$ cat config.mk
export PLATFORM = sky130hd
export DESIGN_NAME = pipe_stream_arbiter
export DESIGN_NICKNAME = d
export VERILOG_FILES = /design/src/rtl/pipe_stream_arbiter.sv
export SDC_FILE = /design/constraint.sdc
export NUM_CORES = 1
export LEC_CHECK = 0
export ABC_AREA = 1
export CORE_UTILIZATION = 43
export DETAILED_ROUTE_END_ITERATION = 8
export PLACE_DENSITY = 0.95
export SYNTH_ARGS = -nofsm -noshare
export SYNTH_HDL_FRONTEND = slang
export SYNTH_SLANG_ARGS = --single-unit
$ cat constraint.sdc
create_clock -name clk -period 4.23 [get_ports clk]
set_input_delay 0.846 -clock clk [delete_from_list [all_inputs] [get_ports clk]]
set_output_delay 0.846 -clock clk [all_outputs]
set_load 0.005 [all_outputs]
$ cat src/rtl/pipe_stream_arbiter.sv
// Round-robin merge of NUM_REQ pipelined FIFO streams into one registered
// output stream. A requester that wins keeps the grant for up to MAX_BURST
// consecutive words. Each output word is tagged with the index of its source.
module pipe_stream_arbiter #(
    parameter  int NUM_REQ    = 4,
    parameter  int DATA_WIDTH = 32,
    parameter  int MAX_BURST  = 4,
    localparam int SRC_WIDTH  = $clog2(NUM_REQ)
) (
    input  logic                            clk,
    input  logic                            reset_poweron,
    input  logic                            clear,
    input  logic [NUM_REQ-1:0]              req_valid,
    input  logic [NUM_REQ*DATA_WIDTH-1:0]   req_data,
    output logic [NUM_REQ-1:0]              req_read,
    output logic                            out_valid,
    input  logic                            out_ready,
    output logic [DATA_WIDTH-1:0]           out_data,
    output logic [SRC_WIDTH-1:0]            out_src
);

    localparam int CNT_W = $clog2(MAX_BURST + 1);

    typedef enum logic {IDLE, LOCKED} mode_e;

    mode_e                  mode_q, mode_d;
    logic [SRC_WIDTH-1:0]   owner_q, owner_d;
    logic [SRC_WIDTH-1:0]   rr_q, rr_d;
    logic [CNT_W-1:0]       cnt_q, cnt_d;
    logic [CNT_W-1:0]       cnt_inc;

    logic                   out_valid_q;
    logic [DATA_WIDTH-1:0]  out_data_q;
    logic [SRC_WIDTH-1:0]   out_src_q;

    logic                   owner_hold;
    logic                   found;
    logic                   opp;
    logic                   flush;
    logic                   load;
    logic [SRC_WIDTH-1:0]   search_start;
    logic [SRC_WIDTH-1:0]   grant;
    logic [SRC_WIDTH-1:0]   idx;
    logic [DATA_WIDTH-1:0]  grant_data;

    // Index increment that wraps at NUM_REQ (NUM_REQ need not be a power of two).
    function automatic logic [SRC_WIDTH-1:0] wrap_inc(input logic [SRC_WIDTH-1:0] v);
        if (v == SRC_WIDTH'(NUM_REQ - 1)) begin
            return '0;
        end
        return v + 1'b1;
    endfunction

    assign opp   = ~out_valid_q | out_ready;
    assign flush = reset_poweron | clear;
    assign load  = opp & found & ~flush;

    // Grant: keep the lock owner while it is valid, otherwise search round-robin.
    // A dropped owner is replaced in the same cycle by searching from owner+1.
    always_comb begin
        owner_hold   = (mode_q == LOCKED) && req_valid[owner_q];
        search_start = (mode_q == LOCKED) ? wrap_inc(owner_q) : rr_q;
        found        = owner_hold;
        grant        = owner_q;
        idx          = search_start;
        if (!owner_hold) begin
            for (int k = 0; k < NUM_REQ; k++) begin
                if (!found && req_valid[idx]) begin
                    found = 1'b1;
                    grant = idx;
                end
                idx = wrap_inc(idx);
            end
        end
    end

    // Data mux for the granted stream.
    always_comb begin
        grant_data = '0;
        for (int i = 0; i < NUM_REQ; i++) begin
            if (grant == SRC_WIDTH'(i)) begin
                grant_data = req_data[i*DATA_WIDTH +: DATA_WIDTH];
            end
        end
    end

    // One-hot consume pulse, only in a load cycle.
    always_comb begin
        req_read = '0;
        if (load) begin
            req_read[grant] = 1'b1;
        end
    end

    // Next arbitration state; everything holds while the output is back-pressured.
    always_comb begin
        mode_d  = mode_q;
        owner_d = owner_q;
        rr_d    = rr_q;
        cnt_d   = cnt_q;
        cnt_inc = cnt_q + 1'b1;
        if (opp) begin
            if (owner_hold) begin
                cnt_d = cnt_inc;
                if (cnt_inc == CNT_W'(MAX_BURST)) begin
                    mode_d = IDLE;
                    rr_d   = wrap_inc(owner_q);
                end
            end else begin
                if (mode_q == LOCKED) begin
                    mode_d = IDLE;
                    rr_d   = wrap_inc(owner_q);
                end
                if (found) begin
                    if (MAX_BURST > 1) begin
                        mode_d  = LOCKED;
                        owner_d = grant;
                        cnt_d   = CNT_W'(1);
                    end else begin
                        rr_d = wrap_inc(grant);
                    end
                end
            end
        end
    end

    // Arbitration state register; reset and clear act identically here.
    always_ff @(posedge clk) begin
        if (flush) begin
            mode_q  <= IDLE;
            owner_q <= '0;
            rr_q    <= '0;
            cnt_q   <= '0;
        end else begin
            mode_q  <= mode_d;
            owner_q <= owner_d;
            rr_q    <= rr_d;
            cnt_q   <= cnt_d;
        end
    end

    // Output register; clear drops the word but keeps data/src for inspection.
    always_ff @(posedge clk) begin
        if (reset_poweron) begin
            out_valid_q <= 1'b0;
            out_data_q  <= '0;
            out_src_q   <= '0;
        end else if (clear) begin
            out_valid_q <= 1'b0;
        end else if (load) begin
            out_valid_q <= 1'b1;
            out_data_q  <= grant_data;
            out_src_q   <= grant;
        end else if (out_ready) begin
            out_valid_q <= 1'b0;
        end
    end

    assign out_valid = out_valid_q;
    assign out_data  = out_data_q;
    assign out_src   = out_src_q;

endmodule

==> flow_summary.ini, run 1 <==
[run_status]
status = completed

[die]
dieArea_um2 = 7800
die_y_um = 88.3
io_pins = 175
fp.dieW_um = 88.3
rows = 31
core_area_um2 = 7210
start_util = 0.444

[cts]
cts_root_buf = clkbuf_8
cts_buffers = 5
cts_sinks = 43
clock_path_buffers = 2
cts_tree = done
cts_htree_levels = 2
clock_latency_ps = 300
cts_setup_buffers = 0
clk_pin_slew_ps = 70

[sta]
relSlewSlack = 0.647
report.final.slew_viol_count = 0
worstMarginPinSlew_ps = 526
hold_viol_final = 0
layout_min_cycle_time_ps = 4040
whs_ps = 466
post-route-period-util = 0.956
fin_tns_setup_ps = 0
max_freq_mhz = 247
worst_slack_ps = 186
clock_skew_ps = 9.20
setup_viol = 0
rsz0062_at_grt = no

[setup_path]
cp-start-kind = input port
slowest_stage = clkdlybuf4s50_1
cp_data_arrival_time_ps = 3200
critPathMaxFanout = 19
endpoint_kind = primary output
max_stage_delay_ps = 540
crit_path_frequent_cell = nand2_1
crit_chain = clkdlybuf4s50_1 -> inv_1 -> a21oi_1 -> nand2_1 -> nand2_1 -> nand2_1 -> nand3_2 -> nand2_1 -> nand2_1 -> nand3_2 -> nand2_8 -> nand2_8 -> nor3_2 -> clkdlybuf4s50_1
cp_top_family = buffers and inverters
crit_type = in2out
required_ps = 3380
crit_buf_inv = 3

[global_routing]
grt_pass1_vias = 3684
grt_max_degree = 39
grt.total_usage = 0.272
overflow = 0
antenna_found_initial = 0
grt_pass1_wl_um = 16800

[synth]
async_flop_share = 0
synth_flop_cell = dfxtp_1
synth_edf_count = 0
yosysWarnings = 0
syn_nets = 656
ys_ff_latch = 43
avgSynthCellArea_um2 = 6.20
yosysSeqAreaShare = 0.269
synth_top_area_frac = 0.269
synth_top_area_cell = dfxtp_1
ys_top_cells_by_area = dfxtp_1, nand2_1, nand3_1, nand4_1, a21oi_1
synth_cells = 517
syn_area_um2 = 3210
ys_types = 31

[placement]
pre_cts_slack_ps = 99.3
dp_hpwl_um = 9070
place_congestion = 1.01
post_dp_cell_area_um2 = 4960
port_buffers = 174
dp.cells = 771

[final_layout]
drive_above_1_share = 0.0692
syn2layout_area_growth_pct = 58.7
fin_cells = 778
antennaDiodeCount = 0
fin_nets = 818
final_cell_mix = clkdlybuf4s50_1, nand2_1, nand3_1
final_util = 0.705
final_area_um2 = 5090
n_fill_cell = 587
layout_commonest_cell = clkdlybuf4s50_1

[hold_path]
hold_path.class = reg2reg

[routing]
via_count = 4212
wire_per_inst_um = 14.8
avgViaCountPerCell = 5.41
drt-initial-drc-count = 214
drtAntennaViolNets = 0
drt_drc_violations_left = 0
first_pass_iters = 5
wl_um = 11500

[pwr]
power.total_mw = 1.98
power_density_nw_per_um2 = 389
vdd.ir_drop.worst_mv = 0.183
p_leak_nw = 2.19

[flow_run]
cap_violations = 0
[sequential cells by signal, indices dropped and copies added, names as in the netlist]
| name | flops |
|---|---|
| out_src | 2 |
| mode_q | 1 |
| rr_q | 2 |
| out_data | 32 |
| cnt_q | 3 |
| owner_q | 2 |
| out_valid | 1 |
[Yosys cell counts (7+ instances only)]
library cell / instances
o21ai_0: 13
dfxtp_1: 43
nand3_1: 94
inv_1: 30
clkbuf_1: 7
nand2_1: 168
a21oi_1: 35
nor2_1: 21
buf_2: 8
nand4_1: 37
o21ai_1: 10
buf_4: 7
buf_6: 7
[final cells by class]
class                   count  area, µm²  share of cell area
well taps                  99        124              0.0244
clock buffers               6       72.6              0.0143
repair buffers            188       1850               0.364
inverters                  36        138              0.0271
clock inverters             1       30.0             0.00590
flip-flops and latches     43        861               0.169
multi-input cells         405       2010               0.395
[kinds of logic after synthesis]
group / share of synthesized area
adder cells (fa/ha/maj): 0.0117
buffers and inverters: 0.109
AND/OR/NAND/NOR: 0.507
flip-flops: 0.269
AO/OA/AOI/OAI: 0.104
[worst paths after layout]
check / cells after the start / start / slack, ps / endpoint
max reg2reg: 19 / owner_q[1]$_SDFFE_PP0P_ / 900 / out_data[17]$_SDFFE_PP0P_
max: 14 / req_valid[1] / 190 / req_read[0]
min reg2reg: 2 / out_src[1]$_SDFFE_PP0P_ / 470 / out_src[1]$_SDFFE_PP0P_
min: 2 / out_src[1]$_SDFFE_PP0P_ / 470 / out_src[1]$_SDFFE_PP0P_
[layer usage]
| metal | global-route usage | share of wire | wire, µm |
|---|---|---|---|
| met5 | 0 | 0 | 0 |
| met4 | 0.0777 | 0.021 | 246 |
| met3 | 0.0681 | 0.089 | 1030 |
| met2 | 0.490 | 0.50 | 5740 |
| met1 | 0.318 | 0.39 | 4520 |
[power breakdown]
| part | internal [mW] | leakage (nW) | switching [mW] |
|---|---|---|---|
| logic | 0.490 | 1.79 | 0.659 |
| registers | 0.475 | 0.353 | 0.0423 |
| clock network | 0.173 | 0.0513 | 0.139 |
[worst reg2reg max path: cells and delay by family, from the launching register on]
family	cells	cell delay, ps
compound gates	2	190
fa+ha+maj	1	280
buf+inv	4	1150
flops	1	370
simple gates	12	1260
[repair_timing]
item                       CTS  global route
setup endpoints to repair    0             3
resized for setup            0             6
hold buffers                 0             0
No activity file was read; power rests on OpenSTA's default activity.
==> run 2, diff against run 1 <==
CTS_CLUSTER_SIZE = 30   (was not set)
==> results of run 2 <==
No change in the layout: final DEF, timing and power equal those of run 1.
